`config.mk`:
```
export PLATFORM = sky130hd
export DESIGN_NAME = traffic_light_monitor
export DESIGN_NICKNAME = d
export VERILOG_FILES = /design/src/rtl/traffic_light_monitor.sv
export SDC_FILE = /design/constraint.sdc
export NUM_CORES = 1
export LEC_CHECK = 0
export BUFFER_PORTS_ARGS = -buffer_cell sky130_fd_sc_hd__buf_4
export CORE_MARGIN = 8
export CORE_UTILIZATION = 40
export DETAILED_ROUTE_END_ITERATION = 16
export GPL_TIMING_DRIVEN = 1
export PLACE_DENSITY = 0.65
export SYNTH_ARGS = -nofsm -noshare
export SYNTH_HDL_FRONTEND = slang
export SYNTH_SLANG_ARGS = --single-unit
export TNS_END_PERCENT = 50
```
`constraint.sdc`:
```
create_clock -name clk -period 2.18 [get_ports clk]
set_input_delay 0.436 -clock clk [delete_from_list [all_inputs] [get_ports clk]]
set_output_delay 0.436 -clock clk [all_outputs]
set_load 0.05 [all_outputs]
```
`src/rtl/traffic_light_monitor.sv`:
```
`default_nettype none
// +----------------------------------------------------------------------------+
// | Module      : traffic_light_monitor                                        |
// | Description : Watches the light codes of two lanes of a junction. It flags |
// |               conflicting greens, illegal light sequences, short yellows   |
// |               and, optionally, lights that stay unchanged for too long.    |
// |               It also counts red-to-green phase starts.                    |
// | Revision    : 1.0 - initial release                                        |
// +----------------------------------------------------------------------------+
// | Parameters                                                                 |
// |   MIN_YELLOW   minimum consecutive yellow samples per lane (>= 1)          |
// |   MAX_DWELL    watchdog limit, consecutive unchanged samples (>= 1)        |
// | Ports                                                                      |
// |   clk          clock, rising-edge active                                   |
// |   rst          asynchronous reset, active-low                              |
// |   la, lb       lane light codes: 00 green, 01 yellow, 10 red, 11 illegal   |
// |   err_clr      synchronous clear of all sticky flags (FAULT -> INIT)       |
// |   err_conflict sticky: both lanes non-red in the same sample               |
// |   err_seq      sticky: illegal transition or illegal code                  |
// |   err_yellow   sticky: yellow held for fewer than MIN_YELLOW samples       |
// |   err_stuck    sticky: a lane unchanged for MAX_DWELL samples              |
// |   phase_cnt    number of red-to-green transitions, modulo 256              |
// |   fault        high while the monitor is in FAULT                          |
// | Build option                                                               |
// |   TL_MON_WDOG_EN  when defined, builds the per-lane dwell watchdog; when   |
// |                   undefined, err_stuck is tied to 0                        |
// +----------------------------------------------------------------------------+
module traffic_light_monitor #(
  parameter int MIN_YELLOW = 2,
  parameter int MAX_DWELL  = 16
) (
  input  logic       clk,
  input  logic       rst,
  input  logic [1:0] la,
  input  logic [1:0] lb,
  input  logic       err_clr,
  output logic       err_conflict,
  output logic       err_seq,
  output logic       err_yellow,
  output logic       err_stuck,
  output logic [7:0] phase_cnt,
  output logic       fault
);

  localparam logic [1:0] C_GREEN  = 2'b00;
  localparam logic [1:0] C_YELLOW = 2'b01;
  localparam logic [1:0] C_RED    = 2'b10;
  localparam int         YW       = $clog2(MIN_YELLOW + 1);

  // Zero or negative limits make the checks meaningless; stop elaboration.
  if (MIN_YELLOW < 1 || MAX_DWELL < 1) begin : g_param_check
    $error("traffic_light_monitor: MIN_YELLOW and MAX_DWELL must be >= 1");
  end

  typedef enum logic [1:0] {
    S_INIT  = 2'd0,
    S_RUN   = 2'd1,
    S_FAULT = 2'd2
  } state_t;

  state_t        state_q, state_d;
  logic [1:0]    prev_a_q, prev_b_q;
  logic [YW-1:0] ycnt_a_q, ycnt_a_d;
  logic [YW-1:0] ycnt_b_q, ycnt_b_d;
  logic          conflict_q, conflict_d;
  logic          seq_q, seq_d;
  logic          yellow_q, yellow_d;
  logic [7:0]    phase_q, phase_d;

  logic          chk_trans;
  logic          chk_conf;
  logic          new_conflict;
  logic          new_seq;
  logic          new_yellow;
  logic          new_stuck;
  logic          any_err;
  logic          rg_a, rg_b;

  // Legal per-lane steps: hold any proper colour, or advance G->Y->R->G.
  function automatic logic legal_step(input logic [1:0] p, input logic [1:0] c);
    logic ok;
    case ({p, c})
      {C_GREEN,  C_GREEN },
      {C_GREEN,  C_YELLOW},
      {C_YELLOW, C_YELLOW},
      {C_YELLOW, C_RED   },
      {C_RED,    C_RED   },
      {C_RED,    C_GREEN }: ok = 1'b1;
      default:              ok = 1'b0;
    endcase
    return ok;
  endfunction

  // Consecutive-yellow counter; saturating keeps it narrow since only
  // "reached MIN_YELLOW or not" matters.
  function automatic logic [YW-1:0] yel_next(input logic [1:0] c, input logic [YW-1:0] cnt);
    logic [YW-1:0] n;
    if (c != C_YELLOW) begin
      n = '0;
    end else if (cnt == YW'(MIN_YELLOW)) begin
      n = cnt;
    end else begin
      n = cnt + YW'(1);
    end
    return n;
  endfunction

  always_comb begin
    // INIT only captures history; conflicts are not re-checked in FAULT.
    chk_trans    = (state_q != S_INIT);
    chk_conf     = (state_q != S_FAULT);

    new_conflict = chk_conf && (la != C_RED) && (lb != C_RED);
    new_seq      = chk_trans && (!legal_step(prev_a_q, la) || !legal_step(prev_b_q, lb));
    // The yellow count still holds the run that ended on the previous sample.
    new_yellow   = chk_trans &&
                   (((prev_a_q == C_YELLOW) && (la == C_RED) && (ycnt_a_q < YW'(MIN_YELLOW))) ||
                    ((prev_b_q == C_YELLOW) && (lb == C_RED) && (ycnt_b_q < YW'(MIN_YELLOW))));
    rg_a         = chk_trans && (prev_a_q == C_RED) && (la == C_GREEN);
    rg_b         = chk_trans && (prev_b_q == C_RED) && (lb == C_GREEN);

    any_err      = new_conflict | new_seq | new_yellow | new_stuck;

    ycnt_a_d     = yel_next(la, ycnt_a_q);
    ycnt_b_d     = yel_next(lb, ycnt_b_q);
    phase_d      = phase_q + 8'(rg_a) + 8'(rg_b);

    // A fresh error in the same cycle as err_clr keeps its flag set.
    conflict_d   = (conflict_q & ~err_clr) | new_conflict;
    seq_d        = (seq_q      & ~err_clr) | new_seq;
    yellow_d     = (yellow_q   & ~err_clr) | new_yellow;
  end

  always_comb begin
    state_d = state_q;
    case (state_q)
      S_INIT:  state_d = any_err ? S_FAULT : S_RUN;
      S_RUN:   if (any_err) state_d = S_FAULT;
      S_FAULT: if (err_clr && !any_err) state_d = S_INIT;
      default: state_d = S_INIT;
    endcase
  end

  always_ff @(posedge clk or negedge rst) begin
    if (!rst) begin
      state_q    <= S_INIT;
      prev_a_q   <= C_RED;
      prev_b_q   <= C_RED;
      ycnt_a_q   <= '0;
      ycnt_b_q   <= '0;
      conflict_q <= 1'b0;
      seq_q      <= 1'b0;
      yellow_q   <= 1'b0;
      phase_q    <= 8'd0;
    end else begin
      state_q    <= state_d;
      prev_a_q   <= la;
      prev_b_q   <= lb;
      ycnt_a_q   <= ycnt_a_d;
      ycnt_b_q   <= ycnt_b_d;
      conflict_q <= conflict_d;
      seq_q      <= seq_d;
      yellow_q   <= yellow_d;
      phase_q    <= phase_d;
    end
  end

`ifdef TL_MON_WDOG_EN
  localparam int DW = $clog2(MAX_DWELL + 1);

  logic [DW-1:0] dwell_a_q, dwell_a_d;
  logic [DW-1:0] dwell_b_q, dwell_b_d;
  logic          stuck_q, stuck_d;
  logic          same_a, same_b;

  // Dwell counts samples equal to their predecessor. It saturates at the
  // limit and the flag fires only on the step that reaches it, so a cleared
  // flag stays clear until the lane changes and stalls again.
  always_comb begin
    same_a    = (la == prev_a_q);
    same_b    = (lb == prev_b_q);
    dwell_a_d = !same_a ? '0 : (dwell_a_q == DW'(MAX_DWELL)) ? dwell_a_q : dwell_a_q + DW'(1);
    dwell_b_d = !same_b ? '0 : (dwell_b_q == DW'(MAX_DWELL)) ? dwell_b_q : dwell_b_q + DW'(1);
    new_stuck = (same_a && (dwell_a_q == DW'(MAX_DWELL - 1))) ||
                (same_b && (dwell_b_q == DW'(MAX_DWELL - 1)));
    stuck_d   = (stuck_q & ~err_clr) | new_stuck;
  end

  always_ff @(posedge clk or negedge rst) begin
    if (!rst) begin
      dwell_a_q <= '0;
      dwell_b_q <= '0;
      stuck_q   <= 1'b0;
    end else begin
      dwell_a_q <= dwell_a_d;
      dwell_b_q <= dwell_b_d;
      stuck_q   <= stuck_d;
    end
  end

  assign err_stuck = stuck_q;
`else
  assign new_stuck = 1'b0;
  assign err_stuck = 1'b0;
`endif

  assign err_conflict = conflict_q;
  assign err_seq      = seq_q;
  assign err_yellow   = yellow_q;
  assign phase_cnt    = phase_q;
  assign fault        = (state_q == S_FAULT);

endmodule
`default_nettype wire

```
==> metrics.md, run 1 <==
| Metric | Value |
|---|---|
| Final worst-path cycle share | `0.9145` |
| Fraction of layout cells with a size suffix above 1 | `0.2364` |
| Post-CTS Setup Inserts | `0` |
| Fin nets | `122` |
| CTS buffer count | `3` |
| Multi-input gate area | `around 420 um2` |
| Kind of critical path | `reg2reg` |
| Final Max Tran Viols | `0` |
| Antenna diode count | `0` |
| Post-place setup slack | `between 0.1 and 0.15 ns` |
| Sink Count | `21` |
| Hold Startpoint | `lb[1]` |
| Crit. End Element | `flop` |
| Register bit total from synthesis | `21` |
| Yosys warns | `0` |
| First-pass GRT wire length | `about 3.2 mm` |
| Worst setup startpoint | `state_q[0]$_DFFE_PN0P_` |
| Leak | `0.5729 nW` |
| Syn nets | `99` |
| Sequential area share after synthesis | `0.5438` |
| H-tree Lvls | `1` |
| GRT overflow | `0` |
| IO Pins | `20` |
| Hold Crit Class | `in2reg` |
| Final cell count without fillers | `140` |
| Gr usage total | `0.09217` |
| Post-DRT Antenna Nets | `0` |
| Largest net degree at the start of global routing | `22` |
| Initial DRT Pass Iterations | `4` |
| Reg area | `approximately 530 um2` |
| MaxCap Viol Count | `0` |
| Final-report hold violation count | `0` |
| Setup ws final | `~0.19 ns` |
| R2R Path Start | `state_q[0]$_DFFE_PN0P_` |
| Worst-path fanout max | `5` |
| Routability cong. | `about 0.72` |
| Placed insts | `approximately 140` |
| Worst setup SP type | `flop` |
| Final worst path period need | `about 2.0 ns` |
| Synth-to-layout area growth | `21.39%` |
| Power per cell area | `1093 nW/um2` |
| Critical Path RT | `roughly 2.4 ns` |
| Most common cell after layout, fill and taps aside | `dfrtp_1` |
| Initial DRC Count | `21` |
| Sum Neg Setup Slack | `0 ns` |
| Peak supply drop | `0.0007207 V` |
| IO buf count | `18` |
| RSZ-0062 raised after global routing | `false` |
| Area of the die | `around 4300 um2` |
| Routed WL per cell | `13.11 um` |
| Cell area after synthesis | `about 970 um2` |
| Post-route DRC | `0` |
| Total Routed Length | `1.836 mm` |
| Clock tree root buffer cell | `clkbuf_4` |
| Die Y | `around 65 um` |
| Core area | `2387 um2` |
| Chip width | `approximately 65 um` |
| CTS clock-pin slew for the worst setup and hold paths | `between 0.1 and 0.15 ns` |
| Distinct cells, synth | `31` |
| Clock Path Buffers | `2` |
| Avg Vias per Cell | `around 4.8` |
| Fin Clk Skew | `approximately 0.0083 ns` |
| Max Clk Rate | `about 500 MHz` |
| Syn Area/Cell | `11.03 um2` |
| Outcome | `completed` |
| TritonCTS clock tree | `built` |
| Finish-stage setup viols | `0` |
| Fillers | `around 230` |
| Worst-Skew Late Latency | `approximately 0.3 ns` |
| Rows | `18` |
| Starting Density | `0.4067` |
| Post-Synthesis Cells | `88` |
| Commonest cells after routing, fill and taps aside | `dfrtp_1 (19), buf_4 (18), nor2_1 (8)` |
| WP data arrival | `2.22 ns` |
| Detailed-route via count | `roughly 680` |
| Vias in the first global route | `~700` |
| DP HPWL | `approximately 1.4 mm` |
| Initial antenna violation count | `0` |
[what timing repair did]
action	CTS	global route
setup endpoints to repair	0	1
hold endpoints to repair	9	0
hold buffers	1	0
resized for setup	0	1
[registers in the layout, summed over array words and instances, names as in the netlist, 2 cells and up]
register,flops
phase_cnt,8
prev_b_q,2
ycnt_b_q,2
prev_a_q,2
ycnt_a_q,2
state_q,2
[logic make-up after synthesis]
| family | share of synthesized area |
|---|---|
| AOI/OAI and AO/OA | 0.09922 |
| xor gates and xnor gates | 0.07216 |
| and+or+nand+nor | 0.1907 |
| buffers and inverters | 0.03093 |
| other | 0.003862 |
| adders and majority gates | 0.05928 |
| DFF | 0.5438 |
[worst paths after layout]
| check | to | slack, ns | cells after the start |
|---|---|---|---|
| setup / recovery | phase_cnt[6]$_DFF_PN0_ | 0.19 | 7 |
| hold / removal | prev_b_q[1]$_DFF_PN1_ | 0.26 | 1 |
| setup reg to reg | phase_cnt[6]$_DFF_PN0_ | 0.19 | 7 |
| hold reg to reg | phase_cnt[7]$_DFF_PN0_ | 0.49 | 1 |
| max in group asynchronous | prev_a_q[1]$_DFF_PN1_ | 1.36 | 2 |
| min in group asynchronous | ycnt_b_q[1]$_DFFE_PN0P_ | 0.53 | 2 |
[power breakdown]
part	switching, mW	leakage (nW)	internal [mW]
combinational	0.374	0.295	0.180
clock	0.112	0.0150	0.0713
sequential	0.0792	0.263	0.472
total	0.565	0.573	0.723
[area by class of cell]
type / instances / share of cell area
repair buffers: 19 / 0.1231
clock buffers: 4 / 0.02229
flip-flops and latches: 21 / 0.4480
inverters: 6 / 0.01911
well taps: 30 / 0.03185
multi-input cells: 60 / 0.3556
[synth_stat cells]
library cell  number  area, um2
buf_4              1      7.510
inv_1              6      22.52
nor2b_4            1      13.76
nor4_1             2      12.51
nor2_1             8      30.03
and4_1             1      8.760
a21boi_1           1      7.510
a211o_1            1      8.760
o21ai_0            1      5.000
xor2_1             4      35.03
nor3_1             1      5.000
nand3_1            2      10.01
fa_1               1      20.02
o22a_1             1      8.760
o211ai_2           1      12.51
and3_1             2      12.51
nand2_1            4      15.01
dfrtp_1           19      475.5
nor2b_1            4      25.02
o22ai_1            2      12.51
ha_1               3      37.54
nand3b_1           2      15.01
nand2b_1           4      25.02
xnor2_1            4      35.03
a21oi_1            4      20.02
and2_1             1      6.260
a31oi_1            1      6.260
conb_1             1      3.750
nand4_1            1      6.260
a211oi_1           2      15.01
dfstp_2            2      52.55
[worst max-delay path: stages, from the launching register on]
cell and delay (ns):
dfrtp_1 0.45, nor2_1 0.32, nor4_2 0.09, fa_1 0.44, ha_1 0.22, and3_1 0.17, nand3_1 0.10, xnor2_1 0.12
[per-layer routing]
metal | part of all wire | global-route usage | vias to the layer above
met1 | 0.48 | 0.1202 | 315
met4 | 0 | 0.01635 | 0
met5 | 0 | 0 | -
met3 | 0.069 | 0.04762 | 0
met2 | 0.45 | 0.1341 | 16
li1 | - | - | 344
[stage by stage]
step / util / power (mW) / hold slack, ns / instance area, um2
final: 0.4937 / 1.288 / 0.2583 / 1179
after global routing: 0.4937 / 1.365 / 0.2323 / 1179
after CTS: 0.4911 / 1.307 / 0.2393 / 1172
after detailed placement: 0.4759 / 1.114 / 0.3378 / 1136
after global placement: 0.4759 / 1.109 / 0.3288 / 1136
after floorplan: - / 0.9330 / 0.1404 / 970.9
No activity file was read; power rests on OpenSTA's default activity.
==> run 2, diff against run 1 <==
Settings changed: PLACE_DENSITY 0.65 to 0.58.
==> run 2 against run 1 <==
Sequential share of layout area is 0.14 points lower. Clock power is 6% higher. Flip-flop and latch count stayed put. Routed wire length is 0.49% lower. Final cell count stayed put. First-iteration DRC count stayed put. Utilization is 0.16 points higher. Critical path depth stayed put. Via count stayed put. Setup slack better by 0.024 ns. Cell area is 0.32% higher. Clock skew is 0.0064 ns lower. Critical endpoint unchanged. Largest power group unchanged.
==> metrics.md, run 2 (synthesis gave the netlist of run 1 again) <==
| Metric | Value |
|---|---|
| Post-DRT Antenna Nets | `0 (unchanged)` |
| Initial DRC Count | `21 (unchanged)` |
| Seq pwr share | `0.424 (-0.004)` |
| Clock Path Buffers | `2 (unchanged)` |
| Commonest cells after routing, fill and taps aside | `dfrtp_1 (19), buf_4 (18), nor2_1 (8)` |
| Rows | `18 (unchanged)` |
| R2R Path Start | `state_q[0]$_DFFE_PN0P_` |
| Final worst-path cycle share | `0.9035 (-0.01097)` |
| Worst reg-to-reg path cell count | `7 (unchanged)` |
| CTS buffer count | `3 (unchanged)` |
| Switch share | `0.4431 (+0.004212)` |
| Largest net degree at the start of global routing | `22 (unchanged)` |
| MaxCap Viol Count | `0 (unchanged)` |
| Leak | `0.5719 nW (-0.18%)` |
| Reg-to-reg setup timing slack | `0.21 ns (+0.02 ns)` |
| Finish-stage setup viols | `0 (unchanged)` |
| Vias in the first global route | `733 (+5.2%)` |
| Power per cell area | `1096 nW/um2 (+0.29%)` |
| Capture point of the worst reg-to-reg path | `phase_cnt[6]$_DFF_PN0_` |
| Post-place setup slack | `0.1473 ns (+0.0004320 ns)` |
| Most common cell after layout, fill and taps aside | `dfrtp_1` |
| Routed WL per cell | `13.05 um (-0.49%)` |
| Sw power | `0.5741 mW (+1.6%)` |
| Starting Density | `0.4067 (unchanged)` |
| Max Clk Rate | `507.7 MHz (+1.2%)` |
| RSZ-0062 raised after global routing | `false` |
| Worst-path fanout max | `5 (unchanged)` |
| H-tree Lvls | `1 (unchanged)` |
| Hold Crit Class | `in2reg` |
| Max reg flops | `8 (unchanged)` |
| Critical Path RT | `2.42 ns (+0.02 ns)` |
| Power consumption | `1.296 mW (+0.60%)` |
| Crit. End Element | `flop` |
| Core area | `2387 um2 (unchanged)` |
| Fin Clk Skew | `0.001884 ns (-0.006377 ns)` |
| Comb power frac | `0.426 (-0.004)` |
| Total Routed Length | `1.827 mm (-0.49%)` |
| Hold endpoint | `prev_a_q[1]$_DFF_PN1_` |
| TritonCTS clock tree | `built` |
| IO Pins | `20 (unchanged)` |
| Worst-Skew Late Latency | `0.31 ns (about the same)` |
| Gr usage total | `0.09297 (+0.0007998)` |
| Peak per-stage delay on the critical path | `0.45 ns (about the same)` |
| Peak supply drop | `0.0008356 V (+16%)` |
| Final instance area | `1182 um2 (+0.32%)` |
| Antenna diode count | `0 (unchanged)` |
| Outcome | `completed` |
| WP data arrival | `2.21 ns (about the same)` |
| Area after DPL | `1136 um2 (unchanged)` |
| Initial DRT Pass Iterations | `3 (-1)` |
| Clock tree root buffer cell | `clkbuf_4` |
| Sum Neg Setup Slack | `0 ns (unchanged)` |
| CP Cell Sequence | `nor2_1 -> nor4_2 -> fa_1 -> ha_1 -> and3_1 -> nand3_1 -> xnor2_1` |
| Kind of critical path | `reg2reg` |
| Post-CTS Setup Inserts | `0 (unchanged)` |
| CTS clock-pin slew for the worst setup and hold paths | `0.12 ns (about the same)` |
| Die Y | `65.27 um (unchanged)` |
| Sink Count | `21 (unchanged)` |
| Int Pwr | `0.7216 mW (-0.15%)` |
| Routability cong. | `0.6933 (-4.4%)` |
| Fin nets | `122 (unchanged)` |
| DP HPWL | `1.375 mm (-0.20%)` |
| Post-route DRC | `0 (unchanged)` |
| Chip width | `65.27 um (unchanged)` |
| Clock share of power | `0.151 (+0.008)` |
| Worst Hold Depth | `1 (unchanged)` |
| Min Hold Slack | `0.2506 ns (-0.007714 ns)` |
| Hold Startpoint | `la[1]` |
| IO buf count | `18 (unchanged)` |
| GRT overflow | `0 (unchanged)` |
| Area of the die | `4260 um2 (unchanged)` |
| First-pass GRT wire length | `3.056 mm (-3.1%)` |
| Initial antenna violation count | `0 (unchanged)` |
| Fraction of layout cells with a size suffix above 1 | `0.2455 (+0.009091)` |
| Synth-to-layout area growth | `21.78%` |
| Worst setup SP type | `flop` |
| Crit-path slowest cell | `dfrtp_1` |
| Final-report hold violation count | `0 (unchanged)` |
| Final worst path period need | `1.970 ns (-0.02391 ns)` |
| Avg Vias per Cell | `4.821 (unchanged)` |
| Setup ws final | `0.2103 ns (+0.02391 ns)` |
| Final Max Tran Viols | `0 (unchanged)` |
| Detailed-route via count | `675 (unchanged)` |
[run 2: cell types whose count changed in the layout (fill, tap and decap cells not counted), sizes merged]
cell,previous run,this run
clkbuf,4,3
clkinvlp,0,1
[run 2: worst max-delay path by stage]
stage	cells after the start	endpoint	slack, ns	startpoint
after global routing	7	phase_cnt[6]$_DFF_PN0_	0.05	state_q[1]$_DFFE_PN0P_
after CTS	7	phase_cnt[6]$_DFF_PN0_	0.15	prev_b_q[1]$_DFF_PN1_
after global placement	7	phase_cnt[6]$_DFF_PN0_	0.21	lb[1]
final	7	phase_cnt[6]$_DFF_PN0_	0.21	state_q[0]$_DFFE_PN0P_
after floorplan	7	phase_cnt[6]$_DFF_PN0_	0.29	prev_b_q[1]$_DFF_PN1_
after detailed placement	7	phase_cnt[6]$_DFF_PN0_	0.15	lb[1]
[run 2: power groups by stage]
stage          combinational, mW  clock, mW  sequential, mW
2_1_floorplan              0.185          0           0.748
3_3_place_gp               0.552          0           0.556
3_5_place_dp               0.557          0           0.556
4_1_cts                    0.558      0.206           0.551
5_1_grt                    0.588      0.220           0.565
6_report                   0.552      0.195           0.549
[run 2: cell type report]
type	instances	area (um2)
fillers	248	1205
flip-flops and latches	21	528.0
multi-input cells	60	419.2
repair buffers	19	145.1
well taps	30	37.54
clock buffers	3	22.52
inverters	6	22.52
clock inverters	1	7.507
[run 2: critical path, delay by kind of cell (launching register included)]
kind / cells / cell delay, ns
xor gates and xnor gates: 1 / 0.11
adders and majority gates: 2 / 0.66
DFF: 1 / 0.45
and+or+nand+nor: 4 / 0.69
[run 2: per-stage QoR]
step                      std cells  utilization
after CTS                       140       0.4927
after global routing            140       0.4953
after global placement          135       0.4759
after floorplan                  88            -
final                           140       0.4953
after detailed placement        135       0.4759
[run 2: per-layer routing]
metal / track usage / wire length (um)
met1: 0.09888 / 836
met2: 0.1525 / 859
met3: 0.04422 / 106
met4: 0.04360 / 24
met5: 0 / 0
[run 2: timing repair]
item / CTS / global route
setup endpoints to repair: 0 / 1
hold buffers: 1 / 0
endpoints found under the hold margin: 19 / 0
gates resized for setup: 0 / 1
==> run 3, diff against run 2 <==
--- a/config.mk
+++ b/config.mk
@@ -13,2 +13,3 @@
 export PLACE_DENSITY = 0.58
+export REMOVE_ABC_BUFFERS = 1
 export SYNTH_ARGS = -nofsm -noshare
==> constraint.sdc (replaced) <==
create_clock -name clk -period 2.18 [get_ports clk]
set_input_delay 0.327 -clock clk [delete_from_list [all_inputs] [get_ports clk]]
set_output_delay 0.327 -clock clk [all_outputs]
set_load 0.05 [all_outputs]
==> run 3 against run 2 <==
Via count rose by 0.74%. Count of clock-buffer cells in the layout did not move. Fmax fell by 0.55%. Sequential share of layout area rose by 0.33 points. Final cell count did not move. Worst hold slack got worse by 0.090 ns. Cell area fell by 0.74%. Utilization fell by 0.37 points. Critical path depth did not move. Flip-flop and latch count did not move. Clock power fell by 4%. Routed wire length rose by 4.0%. Critical path type unchanged. Critical endpoint unchanged.
==> metrics.md, run 3 (synthesis gave the netlist of run 1 again) <==
| Metric | Value |
|---|---|
| Routed WL per cell | `13.57 um (+4.0%)` |
| GRT overflow | `0 (unchanged)` |
| H-tree Lvls | `1 (unchanged)` |
| Chip width | `65.27 um (unchanged)` |
| Worst setup SP type | `flop` |
| Max Clk Rate | `504.9 MHz (-0.55%)` |
| Synth-to-layout area growth | `20.88%` |
| Power per cell area | `1103 nW/um2 (+0.64%)` |
| Bufs and invs on worst path | `0 (unchanged)` |
| Final worst-path cycle share | `0.9085 (+0.004970)` |
| MaxCap Viol Count | `0 (unchanged)` |
| CTS clock-pin slew for the worst setup and hold paths | `0.13 ns (about the same)` |
| Crit-path slowest cell | `fa_1` |
| Placed insts | `135 (unchanged)` |
| Initial DRT Pass Iterations | `4 (+1)` |
| Initial DRC Count | `18 (-14%)` |
| Most common cell after layout, fill and taps aside | `dfrtp_1` |
| Fin nets | `122 (unchanged)` |
| Area of the die | `4260 um2 (unchanged)` |
| Die Y | `65.27 um (unchanged)` |
| Max reg flops | `8 (unchanged)` |
| Final Max Tran Viols | `0 (unchanged)` |
| Hold Crit Class | `in2reg` |
| TritonCTS clock tree | `built` |
| IO buf count | `18 (unchanged)` |
| Routability cong. | `0.6805 (-1.8%)` |
| Crit. End Element | `flop` |
| Gr usage total | `0.09933 (+0.006363)` |
| Sink Count | `21 (unchanged)` |
| Peak supply drop | `0.0007559 V (-9.5%)` |
| Detailed-route via count | `680 (+0.74%)` |
| Fin Clk Skew | `0.01355 ns (+0.01167 ns)` |
| Outcome | `completed` |
| Top delay family on crit path | `adder cells` |
| WP data arrival | `2.20 ns (about the same)` |
| Starting Density | `0.4067 (unchanged)` |
| First-pass GRT wire length | `3.270 mm (+7.0%)` |
| Commonest cells after routing, fill and taps aside | `dfrtp_1 (19), buf_4 (18), nor2_1 (8)` |
| Fraction of layout cells with a size suffix above 1 | `0.2364 (-0.009091)` |
| Final-report hold violation count | `0 (unchanged)` |
| Antenna diode count | `0 (unchanged)` |
| CP Cell Sequence | `nor2_1 -> nor4_1 -> fa_1 -> ha_1 -> and3_1 -> nand3_1 -> xnor2_1` |
| Final worst path period need | `1.981 ns (+0.01083 ns)` |
| Critical Path RT | `2.40 ns (-0.02 ns)` |
| Post-DRT Antenna Nets | `0 (unchanged)` |
| CTS buffer count | `3 (unchanged)` |
| Kind of critical path | `reg2reg` |
| Min Hold Slack | `0.1609 ns (-0.08973 ns)` |
| Largest net degree at the start of global routing | `22 (unchanged)` |
| Rows | `18 (unchanged)` |
| RSZ-0062 raised after global routing | `false` |
| Worst-path fanout max | `5 (unchanged)` |
| Peak per-stage delay on the critical path | `0.45 ns (about the same)` |
| Post-route DRC | `0 (unchanged)` |
| Finish-stage setup viols | `0 (unchanged)` |
| IO Pins | `20 (unchanged)` |
| Initial antenna violation count | `0 (unchanged)` |
| Final cell count without fillers | `140 (unchanged)` |
| Post-CTS Setup Inserts | `0 (unchanged)` |
| Vias in the first global route | `716 (-2.3%)` |
| Sum Neg Setup Slack | `0 ns (unchanged)` |
| Core area | `2387 um2 (unchanged)` |
| Total Routed Length | `1.900 mm (+4.0%)` |
| Clock tree root buffer cell | `clkbuf_4` |
| Clock Path Buffers | `2 (unchanged)` |
| DP HPWL | `1.455 mm (+5.8%)` |
| Leak | `0.5752 nW (+0.58%)` |
| Worst-Skew Late Latency | `0.30 ns (about the same)` |
| Avg Vias per Cell | `4.857 (+0.74%)` |
## run 3: through the flow
| step | utilization | power, mW | cell area, um2 | setup WS [ns] |
|---|---|---|---|---|
| after floorplan | - | 0.9316 | 963.4 | 0.2878 |
| after CTS | 0.4916 | 1.312 | 1174 | 0.1670 |
| after detailed placement | 0.4759 | 1.120 | 1136 | 0.1999 |
| final | 0.4916 | 1.294 | 1174 | 0.1994 |
| after global routing | 0.4916 | 1.377 | 1174 | 0.0001545 |
| after global placement | 0.4759 | 1.109 | 1136 | 0.2567 |
## run 3: routing by layer
metal,vias up,track usage,wire length (um)
met1,322,0.1182,896
met3,2,0.03741,103
met2,12,0.1538,879
met4,0,0.04905,21
met5,-,0,0
li1,344,-,-
## run 3: area by class of cell
type / instances / area, um2
Tap cell: 30 / 37.54
Fill cell: 236 / 1214
Multi-Input combinational cell: 60 / 412.9
Sequential cell: 21 / 528.0
Clock inverter: 1 / 5.005
Inverter: 6 / 22.52
Timing Repair Buffer: 19 / 145.1
Clock buffer: 3 / 22.52
## run 3: path summary, 6_finish.rpt
check / start / endpoint / slack, ns / cells past startpoint
worst max-delay path: state_q[1]$_DFFE_PN0P_ / phase_cnt[6]$_DFF_PN0_ / 0.20 / 7
worst min-delay path: la[1] / prev_a_q[1]$_DFF_PN1_ / 0.16 / 1
worst max register to register: state_q[1]$_DFFE_PN0P_ / phase_cnt[6]$_DFF_PN0_ / 0.20 / 7
max in group asynchronous: rst / prev_a_q[1]$_DFF_PN1_ / 1.47 / 2
min in group asynchronous: rst / ycnt_b_q[1]$_DFFE_PN0P_ / 0.42 / 2
worst min register to register: phase_cnt[7]$_DFF_PN0_ / phase_cnt[7]$_DFF_PN0_ / 0.48 / 1
## run 3: report_power, final
| part | total [mW] | internal, mW | switching [mW] |
|---|---|---|---|
| Sequential | 0.553 | 0.471 | 0.0819 |
| Clock | 0.187 | 0.0683 | 0.118 |
| Combinational | 0.555 | 0.180 | 0.374 |
| Total | 1.29 | 0.720 | 0.575 |
## run 3: repair_timing
action                    4_1_cts  5_1_grt
hold endpoints to repair       19        0
hold buffers                    1        0
gates resized for setup         0        0
